### src/rtl/register_bank.sv
// Bank of 2**LOG_N_REGISTERS flop-based registers with a single write port,
// a combinational read-back mux and every register flattened onto chip_out.
module register_bank #(
   parameter int LOG_N_REGISTERS = 5,
   parameter int DATA_WIDTH      = 8
) (
   input  logic                                       clk,
   input  logic                                       rst,
   input  logic                                       wr,
   input  logic [LOG_N_REGISTERS-1:0]                 address,
   input  logic [DATA_WIDTH-1:0]                      data_in,
   output logic [(2**LOG_N_REGISTERS)*DATA_WIDTH-1:0] chip_out,
   output logic [DATA_WIDTH-1:0]                      data_out
);

   localparam int N = 2**LOG_N_REGISTERS;

   logic [DATA_WIDTH-1:0] regs_q [N];
   logic [DATA_WIDTH-1:0] regs_d [N];

   always_comb begin
      // NOTE: start from the held value so every path assigns regs_d; no latch.
      regs_d = regs_q;
      if (wr) begin
         regs_d[address] = data_in;
      end
   end

   always_ff @(posedge clk) begin
      // NOTE: a reset loop over the array is fine here; these are discrete
      // flops whose cleared value is visible on chip_out, not a RAM macro.
      if (rst) begin
         for (int i = 0; i < N; i++) begin
            regs_q[i] <= '0;
         end
      end else begin
         // NOTE: non-blocking so all registers update together at the edge.
         regs_q <= regs_d;
      end
   end

   for (genvar g = 0; g < N; g++) begin : g_chip_out
      assign chip_out[g*DATA_WIDTH +: DATA_WIDTH] = regs_q[g];
   end

   // Read-back is a pure mux of the stored value, so no write-through.
   assign data_out = regs_q[address];

endmodule

### config.mk
export PLATFORM = sky130hd
export DESIGN_NAME = register_bank
export DESIGN_NICKNAME = d
export VERILOG_FILES = /design/src/rtl/register_bank.sv
export SDC_FILE = /design/constraint.sdc
export NUM_CORES = 1
export LEC_CHECK = 0
export BUFFER_PORTS_ARGS = -buffer_cell sky130_fd_sc_hd__buf_4
export CAP_MARGIN = 20
export CORE_ASPECT_RATIO = 0.5
export CORE_MARGIN = 8
export CORE_UTILIZATION = 58
export CTS_CLUSTER_SIZE = 10
export DETAILED_ROUTE_END_ITERATION = 8
export GPL_TIMING_DRIVEN = 0
export PLACE_DENSITY = 0.86
export SLEW_MARGIN = 25
export SYNTH_ARGS = -nofsm -noshare
export SYNTH_HDL_FRONTEND = slang
export SYNTH_SLANG_ARGS = --single-unit
### constraint.sdc
create_clock -name clk -period 3.3 [get_ports clk]
set_input_delay 0.66 -clock clk [delete_from_list [all_inputs] [get_ports clk]]
set_output_delay 0.66 -clock clk [all_outputs]
set_load 0.05 [all_outputs]
==> run_results.csv, run 1 <==
group,metric,value,unit
status,run_status,"finished, violations left",
status,violations,"negative setup slack",
power_and_ir_drop,p_leak,5.97,nW
timing,hold_violations,0,
floorplanning,io_pins,280,
power_and_ir_drop,powerDensity,442,mW/mm2
clock_tree,cts_tree,"yes",
timing,whs,0.417,ns
clock_tree,clk_latency,0.56,ns
worst_setup_path,crit_required,2.64,ns
route,vias_per_cell,6.61,
clock_tree,clk_pin_slew_worst_paths,0.06,ns
floorplanning,core,0.0195,mm2
floorplanning,initial_core_util,0.591,
route,wl_per_cell,26.0,um
layout,utilization,0.766,
timing,fmax,297,MHz
timing,setup_violations,7,
timing,slew_viol_final,0,
timing,layout_setup_ws,-0.0675,ns
worst_setup_path,cp-start-kind,"input port",
worst_setup_path,critical_path.cell_chain,"buf_6 -> clkbuf_4 -> buf_6 -> mux2i_2 -> o22ai_1 -> nor4_2 -> nand2_1 -> buf_4",
worst_setup_path,crit_top_cell,"buf_6",
yosys,synth_top_family_by_area,"simple AND/OR/NAND/NOR gates",
clock_tree,ctsHoldBuffers,0,
timing,fin_crit,3.37,ns
yosys,synth-compound-area-share,0.160,
clock_tree,cts_buffers,29,
worst_setup_path,crit_type,"in2out",
global_routing,grt_max_degree,14,
floorplanning,placementRows,36,
route,drt_drc_violations_left,0,
floorplanning,dieArea,0.0249,mm2
clock_tree,clockBufferDepth,3,
route,drtAntennaViolNets,0,
global_routing,globalRouteTotalUtil,0.378,
place,hpwl,37600,um
global_routing,grt_pass1_wl,73000,um
run,cap_viol_max_count,0,
place,gp_congestion,1.03,
yosys,synth-seq-area-share,0.446,
worst_setup_path,end_kind,"output port",
layout,drive_gt1_frac,0.237,
timing,rsz0062_at_grt,"true",
global_routing,grt_pass1_vias,11800,
yosys,synth_area_leader_cell,"dfxtp_1",
yosys,synth-seq-cells,256,
layout,antenna_cells,0,
route,firstDrtPassIters,7,
yosys,synth_cells,1366,
layout,largest_register_ffs,256,
clock_tree,cts_htree_levels,1,
yosys,synth_top_area_frac,0.446,
yosys,yosys.area_share.adder,0,
yosys,yosys_warnings,0,
worst_setup_path,cp.arrival,2.71,ns
place,portBuffers,276,
layout,nets,1691,
route,drt-initial-drc-count,1968,
layout,area_growth,29.6,%
yosys,netlist_top_cells_area,"dfxtp_1 45%, mux2i_1 17%, a21oi_1 8.4%",
global_routing,antenna_found_initial,0,
worst_setup_path,slowest_delay,0.51,ns
timing,slew_headroom,0.356,
min_path,hold_path_class,"in2reg",
timing,finalCritPeriodShare,1.02,
yosys,syn-cell-area,0.0115,mm2
yosys,synth_fp_nets,1382,
layout,stdcell_count,1940,
yosys,synth_mux_area_frac,0.167,
timing,tns,-0.322,ns
yosys,synth_xor_area_frac,0,
global_routing,overflow,0,
route,drt_wl_total,50400,um
power_and_ir_drop,ir_worst_vdd,0.449,mV
yosys,synth_cell_type_count,31,
place,dpl.cell_count,1908,
clock_tree,cts.sinks,256,
worst_setup_path,crit_path_max_fanout,10,
yosys,synth_area_per_cell,8.42,um2
worst_setup_path,crit_slowest_cell,"nor4_2",
worst_setup_path,cp_top_family,"buffers and inverters",
place,post-place-ws,-0.402,ns
route,vias,12800,
timing,worst_slew_pin_slew,0.967,ns
timing,fin_skew,0,ns
yosys,yosys.area_share.simple,0.179,
worst_setup_path,path_buf_inv,4,
floorplanning,dieHeight,116,um
clock_tree,clockRootBuffer,"clkbuf_16",
floorplanning,die_w,215,um
[cell type report]
class | count | area (um2)
tap | 266 | 333
multi-input combinational | 984 | 6010
fill | 1400 | 4550
timing repair buffer | 281 | 2110
buffer | 123 | 571
sequential | 256 | 5120
clock inverter | 1 | 30.0
clock buffer | 29 | 726
[tightest hold or removal path: stages]
cell	delay, ns
buf_4	0.14
nand3_1	0.06
a21oi_1	0.05
[cell families (layout without fill, tap and decap cells)]
group / after synthesis / after routing
simple gates: 440 / 440
compound gates: 352 / 352
flops: 256 / 256
mux: 192 / 192
buf+inv: 126 / 434
[cells in the mapped netlist (all sizes together)]
| cell type | count |
|---|---|
| or4bb | 1 |
| mux2i | 192 |
| nor2 | 77 |
| nor3 | 5 |
| nand3b | 4 |
| and3b | 2 |
| a21oi | 192 |
| nand2 | 213 |
| nor4 | 16 |
| dfxtp | 256 |
| o22ai | 64 |
| nand4bb | 5 |
| buf | 47 |
| nor3b | 3 |
| nand3 | 102 |
| or4b | 4 |
| nand4 | 1 |
| nand4b | 4 |
| o21ai | 96 |
| and3 | 1 |
| clkbuf | 79 |
| or4 | 1 |
| or3b | 1 |
[repair_timing]
item                       in CTS  in global routing
buffers inserted                1                  4
pin swaps                       1                 10
resized for setup              23                 24
setup endpoints to repair       8                  8
[path summary, 6_finish.rpt]
path | depth (start not counted) | start | end | slack (ns)
worst max-delay path | 8 | address[0] | data_out[4] | -0.07
worst max register to register | 2 | chip_out[211]$_SDFFE_PP0P_ | chip_out[211]$_SDFFE_PP0P_ | 2.49
worst min register to register | 2 | chip_out[53]$_SDFFE_PP0P_ | chip_out[53]$_SDFFE_PP0P_ | 0.48
worst min-delay path | 3 | data_in[3] | chip_out[91]$_SDFFE_PP0P_ | 0.42
[placed cells by master (no fill, tap or decap), types with 11 or more instances in the layout]
cell       count
nor2_1        77
o22ai_1       55
clkbuf_16     29
clkbuf_1      78
dfxtp_1      256
mux2i_1      182
buf_4        293
o21ai_0       96
a21oi_1      192
nand2_1      212
nand3_1       97
buf_2         17
nor4_2        11
[where the power goes]
part	leakage [nW]	internal [mW]	switching [mW]	total (mW)
clock network	0.372	1.61	1.22	2.83
logic	3.53	0.156	0.454	0.610
registers	2.06	3.11	0.0240	3.14
total	5.97	4.88	1.70	6.58
[layer usage]
metal	GRT usage	wire length, um	vias to the layer above
met5	0	0	-
met4	0.143	2050	0
met3	0.128	7670	186
met2	0.579	21800	1096
met1	0.491	18900	6110
li1	-	-	5433
[per-stage QoR]
stage / power (mW) / area [um2]
final: 6.58 / 14900
after global routing: 6.71 / 14900
after CTS: 6.52 / 14800
after detailed placement: 3.78 / 13900
after global placement: 3.77 / 13900
after floorplan: 3.57 / 11500
Note: power is estimated with default switching activity, not from simulation.
==> run 2: changes to the inputs <==
- CORE_ASPECT_RATIO: 0.5 -> default
- CORE_MARGIN: 8 -> default
==> run_results.csv, run 2 (synthesis results as in run 1) <==
group,metric,value,unit
worst_setup_path,worstRegToRegCells,2,
min_path,min_path_cells,3,
power_and_ir_drop,powerDensity,439,mW/mm2
global_routing,grt_pass1_vias,11600,
timing,whs,0.414,ns
route,drt-initial-drc-count,1891,
status,run_status,"finished, violations left",
timing,fin_crit,3.36,ns
timing,fmax,297,MHz
clock_tree,cts_buffers,29,
status,violations,"negative setup slack",
layout,final_cell_mix,"297 x buf_4, 256 x dfxtp_1, 212 x nand2_1",
clock_tree,clk_latency,0.55,ns
layout,nFillCells,1457,
worst_setup_path,end_kind,"output port",
layout,drive_gt1_frac,0.228,
global_routing,antenna_found_initial,0,
clock_tree,clockRootBuffer,"clkbuf_16",
global_routing,globalRouteTotalUtil,0.455,
global_routing,overflow,0,
timing,slew_headroom,0.367,
clock_tree,cts_tree,"yes",
timing,setup_violations,5,
timing,slew_viol_final,0,
route,wl_per_cell,24.5,um
timing,layout_setup_ws,-0.0637,ns
worst_setup_path,cp_top_family,"buffers and inverters",
power_and_ir_drop,p_leak,5.98,nW
route,vias_per_cell,6.53,
layout,final_cell_area,0.0148,mm2
global_routing,grt_pass1_wl,69100,um
clock_tree,clockBufferDepth,3,
layout,stdcell_count,1946,
floorplanning,dieArea,0.0204,mm2
worst_setup_path,cp-start-kind,"input port",
timing,hold_violations,0,
floorplanning,dieHeight,143,um
worst_setup_path,cp.arrival,2.70,ns
place,placed_cell_area,0.0139,mm2
worst_setup_path,crit_slowest_cell,"nor4_2",
route,drt_wl_total,47800,um
layout,multi_input_area,0.00591,mm2
worst_setup_path,crit_type,"in2out",
run,cap_viol_max_count,0,
place,portBuffers,276,
worst_setup_path,crit_required,2.64,ns
route,drt_drc_violations_left,0,
worst_setup_path,crit_path_max_fanout,10,
floorplanning,core,0.0195,mm2
floorplanning,initial_core_util,0.591,
layout,regArea,0.00512,mm2
route,vias,12700,
worst_setup_path,critical_path.cell_chain,"buf_6 -> clkbuf_2 -> buf_6 -> mux2i_1 -> o22ai_1 -> nor4_2 -> nand2_1 -> buf_4",
layout,nets,1696,
worst_setup_path,path_buf_inv,4,
floorplanning,placementRows,51,
place,dpl.cell_count,1907,
clock_tree,clk_pin_slew_worst_paths,0.06,ns
clock_tree,cts_htree_levels,1,
worst_setup_path,slowest_delay,0.42,ns
floorplanning,io_pins,280,
route,firstDrtPassIters,5,
layout,layout_commonest_cell,"buf_4",
global_routing,grt_max_degree,14,
floorplanning,die_w,143,um
power_and_ir_drop,power,6.51,mW
clock_tree,cts.sinks,256,
layout,antenna_cells,0,
layout,area_growth,28.9,%
route,drtAntennaViolNets,0,
worst_setup_path,worst-path-stages,8,
timing,worst_slew_pin_slew,0.950,ns
layout,largest_register_ffs,256,
timing,fin_skew,0,ns
power_and_ir_drop,ir_worst_vdd,0.367,mV
place,gp_congestion,1.04,
place,hpwl,34700,um
timing,tns,-0.155,ns
timing,finalCritPeriodShare,1.02,
place,post-place-ws,-0.207,ns
min_path,hold_path_class,"in2reg",
worst_setup_path,crit_top_cell,"buf_6",
layout,utilization,0.762,
-- run 2: routing by layer --
metal  wire, um  global-route usage  share of wire
met1      17700               0.602           0.37
met4       3030               0.249          0.063
met5          0                   0              0
met3       6770               0.113           0.14
met2      20200               0.679           0.42
-- run 2: worst paths after layout --
path | start | slack [ns] | endpoint
max | address[0] | -0.06 | data_out[0]
max reg2reg | chip_out[215]$_SDFFE_PP0P_ | 2.48 | chip_out[215]$_SDFFE_PP0P_
min reg2reg | chip_out[24]$_SDFFE_PP0P_ | 0.47 | chip_out[24]$_SDFFE_PP0P_
min | data_in[7] | 0.41 | chip_out[95]$_SDFFE_PP0P_
-- run 2: cell type report --
class / instances / area share
Tap cell: 265 / 0.0224
Timing Repair Buffer: 284 / 0.144
Sequential cell: 256 / 0.346
Buffer: 125 / 0.0391
Clock buffer: 32 / 0.0504
Multi-Input combinational cell: 984 / 0.399
-- run 2: power breakdown --
group	switching [mW]	internal, mW	leakage (nW)	total, mW
registers	0.0232	3.11	2.06	3.14
logic	0.451	0.156	3.55	0.607
clock network	1.20	1.56	0.367	2.77
total	1.68	4.83	5.98	6.51
-- run 2: what timing repair did --
action	CTS	global route
setup endpoints to repair	7	7
setup buffers	6	2
gates resized for setup	16	14
hold buffers	0	0
pin swaps	2	2
-- run 2: tightest hold or removal path, stage by stage --
cell and delay, ns:
buf_4 0.14, nand3_1 0.06, a21oi_1 0.05
